--- src/rtl/control_alineacion_serial.sv ---
// Word-alignment controller: hunts the K28.5 comma in a serial bit stream,
// locks the 10-bit word boundary and emits aligned words with a valid strobe.
module control_alineacion_serial #(
    parameter int unsigned cantidadBits = 10,
    parameter logic [cantidadBits-1:0] COMA_POS = 10'b0011111010,
    parameter logic [cantidadBits-1:0] COMA_NEG = 10'b1100000101,
    parameter int unsigned COMAS_SYNC = 3,
    parameter int unsigned ERRORES_MAX = 4,
    parameter int unsigned MAX_SIN_COMA = 255
) (
    input  logic                    clk,
    input  logic                    rst,
    input  logic                    enb,
    input  logic                    entrada,
    output logic [cantidadBits-1:0] salidas,
    output logic                    valido,
    output logic                    sincronizado,
    output logic [1:0]              estado
);

    localparam int unsigned CW = $clog2(cantidadBits);
    localparam logic [CW-1:0] CNT_MAX = CW'(cantidadBits - 1);
    localparam logic [2:0] SYNC_OBJ = 3'(COMAS_SYNC);
    localparam logic [2:0] ERR_OBJ = 3'(ERRORES_MAX);
    localparam logic [7:0] SIN_OBJ = 8'(MAX_SIN_COMA);

    typedef enum logic [1:0] {
        BUSCANDO     = 2'b00,
        VERIFICANDO  = 2'b01,
        SINCRONIZADO = 2'b10
    } estado_t;

    estado_t                 estado_q, estado_d;
    logic [cantidadBits-1:0] ventana_q, ventana_d;
    logic [cantidadBits-1:0] salidas_q, salidas_d;
    logic                    valido_q, valido_d;
    logic [CW-1:0]           contador_q, contador_d;
    logic [2:0]              cuenta_q, cuenta_d;
    logic [2:0]              errores_q, errores_d;
    logic [7:0]              sin_coma_q, sin_coma_d;

    logic [cantidadBits-1:0] ventana_n;
    logic                    coma;
    logic                    frontera;
    logic [2:0]              cuenta_inc;

    always_ff @(posedge clk or negedge rst) begin
        if (!rst) begin
            estado_q   <= BUSCANDO;
            ventana_q  <= '0;
            salidas_q  <= '0;
            valido_q   <= 1'b0;
            contador_q <= '0;
            cuenta_q   <= '0;
            errores_q  <= '0;
            sin_coma_q <= '0;
        end else begin
            estado_q   <= estado_d;
            ventana_q  <= ventana_d;
            salidas_q  <= salidas_d;
            valido_q   <= valido_d;
            contador_q <= contador_d;
            cuenta_q   <= cuenta_d;
            errores_q  <= errores_d;
            sin_coma_q <= sin_coma_d;
        end
    end

    always_comb begin
        estado_d   = estado_q;
        ventana_d  = ventana_q;
        salidas_d  = salidas_q;
        valido_d   = 1'b0;
        contador_d = contador_q;
        cuenta_d   = cuenta_q;
        errores_d  = errores_q;
        sin_coma_d = sin_coma_q;

        ventana_n  = {ventana_q[cantidadBits-2:0], entrada};
        coma       = (ventana_n == COMA_POS) || (ventana_n == COMA_NEG);
        frontera   = (contador_q == CNT_MAX);
        cuenta_inc = cuenta_q + 3'd1;

        if (enb) begin
            ventana_d  = ventana_n;
            contador_d = frontera ? '0 : contador_q + 1'b1;
            unique case (estado_q)
                BUSCANDO: begin
                    if (coma) begin
                        contador_d = '0;
                        cuenta_d   = 3'd1;
                        estado_d   = VERIFICANDO;
                    end
                end
                VERIFICANDO: begin
                    if (frontera && coma) begin
                        cuenta_d = cuenta_inc;
                        if (cuenta_inc >= SYNC_OBJ) begin
                            estado_d   = SINCRONIZADO;
                            salidas_d  = ventana_n;
                            valido_d   = 1'b1;
                            errores_d  = '0;
                            sin_coma_d = '0;
                        end
                    end else if (frontera) begin
                        estado_d = BUSCANDO;
                        cuenta_d = '0;
                    end else if (coma) begin
                        // a comma off the expected boundary re-anchors the hunt
                        contador_d = '0;
                        cuenta_d   = 3'd1;
                    end
                end
                SINCRONIZADO: begin
                    if (frontera) begin
                        salidas_d = ventana_n;
                        valido_d  = 1'b1;
                        if (coma) begin
                            errores_d  = '0;
                            sin_coma_d = '0;
                        end else if (sin_coma_q != 8'hFF) begin
                            sin_coma_d = sin_coma_q + 8'd1;
                        end
                    end else if (coma && errores_q != 3'd7) begin
                        errores_d = errores_q + 3'd1;
                    end
                    if (errores_d >= ERR_OBJ || sin_coma_d >= SIN_OBJ) begin
                        estado_d   = BUSCANDO;
                        contador_d = '0;
                        cuenta_d   = '0;
                        errores_d  = '0;
                        sin_coma_d = '0;
                    end
                end
                default: begin
                    estado_d   = BUSCANDO;
                    contador_d = '0;
                    cuenta_d   = '0;
                end
            endcase
        end
    end

    assign salidas      = salidas_q;
    assign valido       = valido_q;
    assign estado       = estado_q;
    assign sincronizado = (estado_q == SINCRONIZADO);

endmodule

--- config.mk ---
export PLATFORM = sky130hd
export DESIGN_NAME = control_alineacion_serial
export DESIGN_NICKNAME = d
export VERILOG_FILES = /design/src/rtl/control_alineacion_serial.sv
export SDC_FILE = /design/constraint.sdc
export NUM_CORES = 1
export LEC_CHECK = 0
export CORE_MARGIN = 1
export CORE_UTILIZATION = 65
export CTS_BUF_LIST = sky130_fd_sc_hd__clkbuf_8
export DETAILED_ROUTE_END_ITERATION = 8
export PLACE_DENSITY_LB_ADDON = 0.3
export SLEW_MARGIN = 20
export SYNTH_ARGS = -nofsm -noshare
export SYNTH_HDL_FRONTEND = slang
export SYNTH_SLANG_ARGS = --single-unit
export TNS_END_PERCENT = 50
--- constraint.sdc ---
create_clock -name clk -period 3.75 [get_ports clk]
set_input_delay 0.75 -clock clk [delete_from_list [all_inputs] [get_ports clk]]
set_output_delay 0.75 -clock clk [all_outputs]
set_load 0.05 [all_outputs]
=== Word level (Yosys, flattened, before mapping) ===
Index checks and enable logic that the tools add are counted.

* $add $sub $neg: 4
* Magnitude comparators: 3
* Eq/ne operators: 14
* Reduce and logical (&&, ||, !) cells: 10
* Muxes and demuxes: 44

{| class="wikitable"
|+ Operators with widths
! operator !! number
|-
| 8-bit two-way mux || 8
|-
| 3-bit two-way mux || 12
|-
| 10-bit two-way mux || 3
|-
| 4-bit two-way mux || 5
|-
| 10-bit case mux with 2 select lines || 1
|-
| 8-bit case mux with 2 select lines || 1
|-
| 4-bit case mux with 3 select lines || 1
|-
| 10-bit equality test, second input constant || 1
|-
| 10-bit by 8-bit equality test with 1-bit output, second input constant || 1
|-
| 2-bit two-way mux || 5
|-
| 5-bit AND reduction || 2
|-
| 3-bit inequality test, second input constant || 3
|-
| 3-bit case mux with 3 select lines || 1
|-
| 8-bit by 1-bit adder with 8-bit output, second input constant || 1
|-
| 8-bit >= comparator, second input constant || 1
|-
| 8-bit inequality test, second input constant || 1
|-
| 3-bit by 1-bit adder with 3-bit output, second input constant || 2
|-
| 2-bit inequality test, second input constant || 3
|-
| 2-bit case mux with 3 select lines || 1
|-
| 3-bit case mux with 2 select lines || 1
|-
| 4-bit by 1-bit adder with 4-bit output, second input constant || 1
|-
| 4-bit equality test, second input constant || 1
|-
| 1-bit two-way mux || 4
|-
| 2-bit by 1-bit inequality test with 1-bit output, second input constant || 2
|-
| 11 further kinds || 13
|}

* Logic and storage cells: 83
* Register bits after elaboration: 40
* Bits of input ports: 4

=== Longest topological paths before layout ===
Gate-level depths: netlist of the first run.

* Word-level depth: 11
* Gate-level depth with buffers: 11

=== Worst setup path before layout of the first run ===
OpenSTA, ideal clock, no wires.

* Kind: input to register
* From: input entrada
* To: register cuenta_q[1]
* Path buffers: 1
* Required time: 3622 ps
* Arrival time: 2254 ps
* Slack: 1368 ps
* Setup time: 128 ps
* Stages on the path: 8
* Path through: nand4bb_1 > nor4_1 > nor2_1 > buf_4 > o221ai_1 > a31oi_4 > nor2b_4 > mux2_1

* Cells in the longest elaborated chain, start to end: 11
* Elaborated cells on any way between the ends: 23

{| class="wikitable"
|+ RTL lines
! element !! line !! RTL
|-
| start: declaration || 14 || <nowiki>input logic entrada,</nowiki>
|-
| 10-bit by 8-bit equality test with 1-bit output / 10-bit equality test (equally long branches) || 80 || <nowiki>coma = (ventana_n == COMA_POS) || (ventana_n == COMA_NEG);</nowiki>
|-
| 1-bit logical OR (*) || 80 ||
|-
| branches (longest 9 deep; another with 8-bit >= comparator) || - ||
|-
| end signal: assignment || 63 || <nowiki>cuenta_q <= cuenta_d;</nowiki>
|-
| end: declaration || 38 || <nowiki>logic [2:0] cuenta_q, cuenta_d;</nowiki>
|}

Every way passes the cells marked *. The select of a mux whose other input is x is not followed.
A chain may end at the register's enable or synchronous reset.

=== Worst setup path in the final report of the first run ===
* From: input entrada
* To: register sin_coma_q[1]

* Cells in the longest elaborated chain, start to end: 11
* Elaborated cells on any way between the ends: 21

{| class="wikitable"
|+ RTL lines
! element !! line !! RTL
|-
| 10-bit by 8-bit equality test with 1-bit output / 10-bit equality test (equally long branches) || 80 ||
|-
| 1-bit logical OR (*) || 80 ||
|-
| branches (longest 9 deep; another with 8-bit >= comparator) || - ||
|-
| end signal: assignment || 65 || <nowiki>sin_coma_q <= sin_coma_d;</nowiki>
|-
| end: declaration || 40 || <nowiki>logic [7:0] sin_coma_q, sin_coma_d;</nowiki>
|}

Marks and branches as above.

==> results of run 1 <==
==> worst max-delay path by stage <==
stage,startpoint,cells after the start,endpoint
final,entrada,8,sin_coma_q[1]
after global routing,entrada,8,sin_coma_q[0]
after CTS,entrada,8,sin_coma_q[1]
after detailed placement,entrada,8,sin_coma_q[1]
after global placement,entrada,8,sin_coma_q[1]
after floorplan,entrada,8,cuenta_q[1]
==> registers in the layout, summed over array words and instances, names as in the netlist <==
signal and flops:
salidas 10, ventana_q 9, sin_coma_q 8, contador_q 4, cuenta_q 3, errores_q 3, estado 2, valido 1
==> power groups by stage <==
stage	Sequential [mW]	Clock [mW]	Combinational [mW]
2_1_floorplan	0.631	0	0.256
3_3_place_gp	0.597	0	0.396
3_5_place_dp	0.599	0	0.406
4_1_cts	0.594	0.388	0.413
5_1_grt	0.608	0.402	0.450
6_report	0.596	0.382	0.415
==> placed cells by master (no fill, tap or decap), types with 3 or more instances in the layout <==
| cell type | synthesis | routed |
|---|---|---|
| sky130_fd_sc_hd__dfrtp_1 | 40 | 40 |
| sky130_fd_sc_hd__o21a_1 | 3 | 3 |
| sky130_fd_sc_hd__mux2i_1 | 4 | 4 |
| sky130_fd_sc_hd__buf_4 | 2 | 4 |
| sky130_fd_sc_hd__o21ai_1 | 4 | 4 |
| sky130_fd_sc_hd__nand2_1 | 19 | 19 |
| sky130_fd_sc_hd__inv_1 | 13 | 13 |
| sky130_fd_sc_hd__a22o_1 | 6 | 6 |
| sky130_fd_sc_hd__ha_1 | 11 | 11 |
| sky130_fd_sc_hd__or3_1 | 3 | 3 |
| sky130_fd_sc_hd__a31oi_1 | 4 | 4 |
| sky130_fd_sc_hd__o22ai_1 | 4 | 4 |
| sky130_fd_sc_hd__o21ai_0 | 8 | 8 |
| sky130_fd_sc_hd__and4_1 | 3 | 3 |
| sky130_fd_sc_hd__clkbuf_8 | 0 | 7 |
| sky130_fd_sc_hd__clkdlybuf4s50_1 | 0 | 16 |
| sky130_fd_sc_hd__nor4_1 | 4 | 4 |
| sky130_fd_sc_hd__nand3_1 | 7 | 7 |
| sky130_fd_sc_hd__mux2_2 | 20 | 20 |
| sky130_fd_sc_hd__nand4_1 | 4 | 4 |
| sky130_fd_sc_hd__nor2_1 | 16 | 16 |
==> cell type report <==
| type | count | share of cell area (%) |
|---|---|---|
| clock buffer | 7 | 3.58 |
| sequential | 40 | 37.2 |
| multi-input combinational | 164 | 46.9 |
| inverter | 13 | 1.81 |
| timing repair buffer | 21 | 7.26 |
| tap | 46 | 2.14 |
| clock inverter | 1 | 1.12 |
==> cells by family after synthesis <==
family	after synthesis	synth area share [%]
xor gates and xnor gates	2	0.732
adders and majority gates	11	5.75
AOI/OAI and AO/OA	49	16.1
and+or+nand+nor	76	18.0
DFF	40	41.8
muxes	26	12.0
buffers and inverters	25	5.49
==> routing by layer <==
layer  part of all wire [%]  wire (um)
met5                      0          0
met4                    1.7         85
met3                    4.5        222
met2                     48       2340
met1                     46       2270
==> per-stage QoR <==
stage | power [mW] | instances
6_report | 1.39 | 292
5_1_grt | 1.46 | 292
4_1_cts | 1.39 | 292
3_5_place_dp | 1.01 | 284
3_3_place_gp | 0.993 | 284
2_1_floorplan | 0.887 | 229
==> critical path, delay by kind of cell <==
family | cells | cell delay (ns)
compound gates | 3 | 0.95
buf+inv | 1 | 0.47
simple gates | 4 | 0.99
==> impl_metrics.ini, run 1 <==
[outcome]
status = completed

[synth]
synth_largest_area_cell = sky130_fd_sc_hd__dfrtp_1
ys.warnings.count = 0
count_of_distinct_cell_types_in_the_synthesized_netlist = 56
synthTopCellsByArea = sky130_fd_sc_hd__dfrtp_1 42%, sky130_fd_sc_hd__mux2_2 9.4%, sky130_fd_sc_hd__ha_1 5.8%, sky130_fd_sc_hd__nand2_1 3.0%, sky130_fd_sc_hd__nor2_1 2.5%
netlist_instances = 229
ys.flop_type = sky130_fd_sc_hd__dfrtp_1
syn-num-nets = 244
synth-async-reset-ratio_pct = 100
netlist_top_cells_count = 40 x sky130_fd_sc_hd__dfrtp_1, 20 x sky130_fd_sc_hd__mux2_2, 19 x sky130_fd_sc_hd__nand2_1
seq_cells_post_synth = 40
syn_area_sq_um = 2390
synth_sequential_area_ratio_pct = 41.8
post-synth-top-area-fraction_pct = 41.8
post_synth_edffs = 0
leading_cell_type_by_number_of_instances_after_synthesis = sky130_fd_sc_hd__dfrtp_1
syn-mean-instance-area_sq_um = 10.4

[cells_and_area]
drive_above_1_share_pct = 17.1
final_nets = 260
layout.filler_cells = 232
antenna_cells = 0
multi_input_gate_area_sq_um = 1260
stdcell_area_sq_um = 2690
ff_latch_area_sq_um = 1000
area.growth.synth_to_final_pct = 12.4
fin_util_pct = 78.1

[route]
drtAntennaViolNets = 0
first_iter_violations = 203
drcViolationCount = 0
detail_route.wirelength_mm = 4.92
firstDrtPassIters = 4
routed_via_density = 6.41
avgRoutedWirePerCell_um = 16.8
routed-via-count = 1871

[setup_path]
endpoint_kind = flop
timing.rr.end = cuenta_q[1]
rr_worst_depth = 9
critical_path_arrival_ns = 3.16
critical_path.max_stage_delay_ns = 0.53
critPathSlowestCell = sky130_fd_sc_hd__a31oi_4
crit_chain = clkdlybuf4s50_1, nand4bb_1, nor4_1, nor2_1, a21o_1, a31oi_4, nand4_1, o22ai_1
startpoint_type = primary input
cp_data_required_time_ns = 3.96
worst_r2r_start = contador_q[1]
timing.setup.critical_path_class = primary input to flop
crit_path_max_fanout = 19
r2r_setup_slack_ns = 1.10

[place]
detailed_place.area_sq_um = 2560
placement_setup_slack_ns = 0.529
port_buffers = 17
post-dp-hpwl_mm = 3.29
gp_routability_congestion = 0.951

[timing]
fmax_ghz = 0.340
final.setup.tns_ns = 0
rsz0062_at_grt = no
max_slew_margin_pct = 41.7
tightest_slew_ns = 0.874
layout_setup_ws_ns = 0.805
layout_worst_path_cycle_share_pct = 78.5
final.setup_skew_ns = 0.00355
report.final.slew_viol_count = 0
hold_slack_ns = 0.508
layout_min_cycle_time_ns = 2.95
report.final.setup_viol = 0
timing_hold_violations_final = 0

[global_route]
global_route.usage.total_pct = 27.5
groute.layer.met2.usage_pct = 43.6
wire_length_of_the_first_global_routing_pass_mm = 8.47
grt_busiest_layer = met2
grt_remaining_overflow = 0
grt_use_met1_pct = 37.3
grt_start_max_net_pins = 41
groute.layer.met3.usage_pct = 5.66
number_of_antenna_violations_at_the_first_check_in_global_routing = 0
first_global_vias = 1816

[clock_network]
insertion_delay_ns = 0.29
hold_buffers = 0
cts_root_buffer = sky130_fd_sc_hd__clkbuf_8
clk_path_buf_depth = 2
cts_max_level = 2
postCtsSetupRepairBufs = 0
tritoncts_num_sinks = 40
cts_tree = yes
number_of_instances_resized_during_post_cts_repair = 0
path_clk_slew_ns = 0.07
total_clock_buffers_created_by_cts = 5

[die]
die-area_sq_um = 3930
die_width_um = 62.7
design.portCount = 18
std_cell_rows = 21
die-height_um = 62.7
core_area_sq_um = 3440
floorplan.initialDensity_pct = 69.5

[power]
power.combinational.fraction_pct = 29.8
power_switching_uw = 488
netSwitchingFraction_pct = 35.1
p_int_uw = 904
power_frac_clock_pct = 27.4
vdd_ir_drop_max_mv = 0.460
power_density_nw_per_um2 = 518
p_leak_nw = 1.18
sequential_share_of_power_pct = 42.8

[min_path]
min_path_type = flop to flop
holdPathStages = 1
hold_end = salidas[1]
hp-start = salidas[1]

[flow_run]
cap_viol_max_count = 0
Note: power is estimated with default switching activity, not from simulation.
==> run 2: changes to the inputs <==
- CORE_UTILIZATION: 65 -> 60
- clock period: 3.75 -> 3 ns (I/O delays scaled with it)
==> run 2 against run 1 <==
Net effect: combinational power grew 27%; sequential power grew 24%; global-route usage is 0.88 points lower; sequential share of layout area decreased by 0.29 points; die area is 8.1% higher; first-iteration DRC count shrank 20%; final cell count grew 2.1%; clock skew up 0.0034 ns; setup slack got worse by 0.54 ns; critical path depth is the same; total power increased by 24%; critical endpoint is now salidas[0]; largest cell class unchanged.
==> impl_metrics.ini, run 2 (synthesis results as in run 1) <==
[outcome]
status = completed

[global_route]
number_of_antenna_violations_at_the_first_check_in_global_routing = 0
grt_start_max_net_pins = 41
wire_length_of_the_first_global_routing_pass_mm = 8.52
first_global_vias = 1818
global_route.usage.total_pct = 26.6
grt_remaining_overflow = 0

[setup_path]
critPathSlowestCell = sky130_fd_sc_hd__clkdlybuf4s50_1
crit_chain = clkdlybuf4s50_1, nand4bb_1, nor4_1, nor2_1, buf_4, o2bb2ai_1, nand3_1, mux2_2
crit_path_max_fanout = 10
critical_path_arrival_ns = 2.93
critical_path.max_stage_delay_ns = 0.45
timing.setup.critical_path_class = primary input to flop
r2r_setup_slack_ns = 0.48
critPathCapture = salidas[0]
cp_data_required_time_ns = 3.19
worst_r2r_start = contador_q[1]
rr_worst_depth = 9
timing.rr.end = cuenta_q[1]
endpoint_kind = flop
crit_path_start = entrada
startpoint_type = primary input

[route]
drcViolationCount = 0
avgRoutedWirePerCell_um = 16.8
routed_via_density = 6.27
routed-via-count = 1868
firstDrtPassIters = 6
first_iter_violations = 162
detail_route.wirelength_mm = 5.01
drtAntennaViolNets = 0

[power]
vdd_ir_drop_max_mv = 0.596
power.combinational.fraction_pct = 30.6
sequential_share_of_power_pct = 42.9
power_density_nw_per_um2 = 638
power_switching_uw = 636
p_leak_nw = 1.19
p_int_mw = 1.09
netSwitchingFraction_pct = 36.8
power_frac_clock_pct = 26.6

[timing]
rsz0062_at_grt = no
fmax_ghz = 0.365
layout_min_cycle_time_ns = 2.74
tightest_slew_ns = 0.889
final.setup_skew_ns = 0.00698
timing_hold_violations_final = 0
max_slew_margin_pct = 40.7
report.final.setup_viol = 0
layout_worst_path_cycle_share_pct = 91.3
report.final.slew_viol_count = 0

[clock_network]
clk_path_buf_depth = 2
path_clk_slew_ns = 0.08
tritoncts_num_sinks = 40
number_of_instances_resized_during_post_cts_repair = 0
cts_tree = yes
hold_buffers = 0
postCtsSetupRepairBufs = 0
total_clock_buffers_created_by_cts = 5
cts_root_buffer = sky130_fd_sc_hd__clkbuf_8
insertion_delay_ns = 0.31
cts_max_level = 2

[cells_and_area]
stdcell_area_sq_um = 2710
final_cell_mix = 40 x sky130_fd_sc_hd__dfrtp_1, 20 x sky130_fd_sc_hd__mux2_2, 19 x sky130_fd_sc_hd__nand2_1
drive_above_1_share_pct = 18.4
largest_reg_flops = 10
final_nets = 264
commonest_non_fill_non_tap_cell_in_the_layout = sky130_fd_sc_hd__dfrtp_1
area.growth.synth_to_final_pct = 13.3
layout.filler_cells = 268
antenna_cells = 0
fin_cells = 298

[place]
detailed_place.area_sq_um = 2590
port_buffers = 17
post-place-cells = 290
gp_routability_congestion = 0.858
post-dp-hpwl_mm = 3.48

[die]
design.portCount = 18
die_width_um = 65.1
core_area_sq_um = 3740
die-area_sq_um = 4240
std_cell_rows = 22
die-height_um = 65.1
floorplan.initialDensity_pct = 63.9

[min_path]
min_path_type = primary input to asynchronous set/reset pin

[flow_run]
cap_viol_max_count = 0
[run 2: critical path: cells and delay by family]
kind	cells	cell delay, ns
buffers and inverters	2	0.65
AOI/OAI and AO/OA	1	0.13
and+or+nand+nor	4	1.14
muxes	1	0.42
[run 2: worst min path at each step]
stage,slack [ns],from,depth (start not counted),endpoint
final,0.41,rst,1,salidas[7]
after global routing,0.49,rst,1,salidas[3]
after detailed placement,0.50,salidas[7],1,salidas[7]
after floorplan,0.30,rst,0,contador_q[0]
after CTS,0.44,rst,1,salidas[5]
after global placement,0.49,salidas[4],1,salidas[4]
[run 2: power by group through the flow]
stage	Clock [mW]	Sequential, mW	Combinational, mW
after CTS	0.469	0.739	0.525
after floorplan	0	0.789	0.320
after global routing	0.495	0.759	0.574
after detailed placement	0	0.749	0.520
final	0.459	0.741	0.528
after global placement	0	0.742	0.504
[run 2: area by class of cell]
| cell class | instances | area [sq um] | share of cell area [%] |
|---|---|---|---|
| tap | 48 | 60.1 | 2.22 |
| clock buffer | 5 | 68.8 | 2.54 |
| clock inverter | 3 | 46.3 | 1.71 |
| inverter | 13 | 48.8 | 1.80 |
| timing repair buffer | 25 | 225 | 8.31 |
| multi-input combinational | 164 | 1260 | 46.5 |
| sequential | 40 | 1000 | 36.9 |
[run 2: metrics by stage]
stage               TNS, ns  setup WS [ns]  hold slack (ns)  total power [mW]  util, %
floorplan                 0          0.632            0.304              1.11        -
CTS                       0          0.259            0.435              1.73     72.4
detailed placement   -0.550        -0.0694            0.497              1.27     69.3
global placement          0         0.0417            0.488              1.25     69.3
finish                    0          0.261            0.412              1.73     72.4
global route              0         0.0107            0.487              1.83     72.4
[run 2: routing by layer]
metal  global-route usage [%]  share of wire [%]  up-vias
met5                        0                  0        -
met4                     9.24                1.5        0
met3                     7.99                5.7        9
met2                     40.9                 48       62
met1                     35.9                 45      911
li1                         -                  -      886
==> run 3: changes to the inputs <==
- PLACE_DENSITY: not set -> 0.85
- PLACE_DENSITY_LB_ADDON: 0.3 -> not set
==> run 3 against run 2 <==
Net effect: sequential power is 0.5% lower; setup slack got worse by 0.010 ns; total power shrank 0.53%; highest routed layer unchanged.
==> impl_metrics.ini, run 3 (synthesis results as in run 1) <==
[outcome]
status = completed

[flow_run]
cap_viol_max_count = 0

[clock_network]
postCtsSetupRepairBufs = 0
hold_buffers = 0
number_of_instances_resized_during_post_cts_repair = 0
cts_root_buffer = sky130_fd_sc_hd__clkbuf_8
clk_path_buf_depth = 2
cts_tree = yes
total_clock_buffers_created_by_cts = 5
tritoncts_num_sinks = 40
cts_max_level = 2
insertion_delay_ns = 0.30
path_clk_slew_ns = 0.08

[route]
routed-via-count = 1839
firstDrtPassIters = 4
drtAntennaViolNets = 0
detail_route.wirelength_mm = 4.94
routed_via_density = 6.19
first_iter_violations = 188
avgRoutedWirePerCell_um = 16.6
drcViolationCount = 0

[die]
core_area_sq_um = 3740
die-height_um = 65.1
floorplan.initialDensity_pct = 63.9
design.portCount = 18
die-area_sq_um = 4240
die_width_um = 65.1
std_cell_rows = 22

[setup_path]
crit_path_max_fanout = 10
endpoint_kind = flop
cp_data_required_time_ns = 3.19
timing.setup.critical_path_class = primary input to flop
startpoint_type = primary input
critical_path_arrival_ns = 2.94

[global_route]
grt_start_max_net_pins = 41
first_global_vias = 1726
wire_length_of_the_first_global_routing_pass_mm = 8.32
grt_remaining_overflow = 0
number_of_antenna_violations_at_the_first_check_in_global_routing = 0
global_route.usage.total_pct = 26.0

[timing]
tightest_slew_ns = 0.883
rsz0062_at_grt = no
final.setup.tns_ns = 0
final.setup_skew_ns = 0.00699
fmax_ghz = 0.364
report.final.slew_viol_count = 0
max_slew_margin_pct = 41.1
layout_setup_ws_ns = 0.251
timing_hold_violations_final = 0
layout_worst_path_cycle_share_pct = 91.6
report.final.setup_viol = 0
layout_min_cycle_time_ns = 2.75

[power]
p_leak_nw = 1.19
vdd_ir_drop_max_mv = 0.555
power_density_nw_per_um2 = 636

[cells_and_area]
drive_above_1_share_pct = 18.1
final_cell_mix = 40 x sky130_fd_sc_hd__dfrtp_1, 20 x sky130_fd_sc_hd__mux2_2, 19 x sky130_fd_sc_hd__nand2_1
commonest_non_fill_non_tap_cell_in_the_layout = sky130_fd_sc_hd__dfrtp_1
final_nets = 263
fin_util_pct = 72.2
antenna_cells = 0
area.growth.synth_to_final_pct = 13.0
largest_reg_flops = 10

[place]
gp_routability_congestion = 0.867
placement_setup_slack_ns = -0.0323
port_buffers = 17
post-dp-hpwl_mm = 3.37

[min_path]
min_path_type = primary input to asynchronous set/reset pin
[run 3: changes by cell type in the layout (fill, tap and decap cells not counted), sizes merged]
| cell | before | now |
|---|---|---|
| buf | 9 | 8 |
[run 3: critical path, stage by stage]
cell and delay (ns):
sky130_fd_sc_hd__clkdlybuf4s50_1 0.47, sky130_fd_sc_hd__nand4bb_1 0.20, sky130_fd_sc_hd__nor4_1 0.35, sky130_fd_sc_hd__nor2_1 0.17, sky130_fd_sc_hd__buf_4 0.19, sky130_fd_sc_hd__o2bb2ai_1 0.14, sky130_fd_sc_hd__nand3_1 0.39, sky130_fd_sc_hd__mux2_2 0.43
[run 3: metrics by stage]
stage | std cells | hold WS (ns) | instance area (sq um) | power (mW)
finish | 297 | 0.417 | 2700 | 1.72
global route | 297 | 0.499 | 2700 | 1.82
CTS | 297 | 0.453 | 2700 | 1.73
detailed placement | 289 | 0.496 | 2590 | 1.26
global placement | 289 | 0.488 | 2590 | 1.25
floorplan | 229 | 0.304 | 2390 | 1.11
[run 3: layout make-up]
| type | count | area (sq um) |
|---|---|---|
| Multi-Input combinational cell | 164 | 1260 |
| Fill cell | 265 | 1040 |
| Sequential cell | 40 | 1000 |
| Timing Repair Buffer | 24 | 218 |
| Clock buffer | 5 | 68.8 |
| Tap cell | 48 | 60.1 |
| Inverter | 13 | 48.8 |
| Clock inverter | 3 | 46.3 |
[run 3: routing by layer]
layer | track usage, % | share of wire (%)
met1 | 37.3 | 47
met2 | 38.8 | 46
met3 | 6.25 | 5.3
met4 | 8.97 | 1.6
met5 | 0 | 0
[run 3: path summary, 6_finish.rpt]
kind / startpoint / depth (start not counted) / end / slack [ns]
min in group clk: salidas[6] / 1 / salidas[6] / 0.51
max: entrada / 8 / salidas[0] / 0.25
min reg2reg: salidas[6] / 1 / salidas[6] / 0.51
max reg2reg: contador_q[1] / 9 / cuenta_q[1] / 0.40
min: rst / 1 / contador_q[1] / 0.42
max in group asynchronous: rst / 1 / sin_coma_q[1] / 2.03
[run 3: power by group]
| part | internal, mW | switching [mW] |
|---|---|---|
| Combinational | 0.207 | 0.319 |
| Clock | 0.251 | 0.206 |
| Sequential | 0.633 | 0.103 |
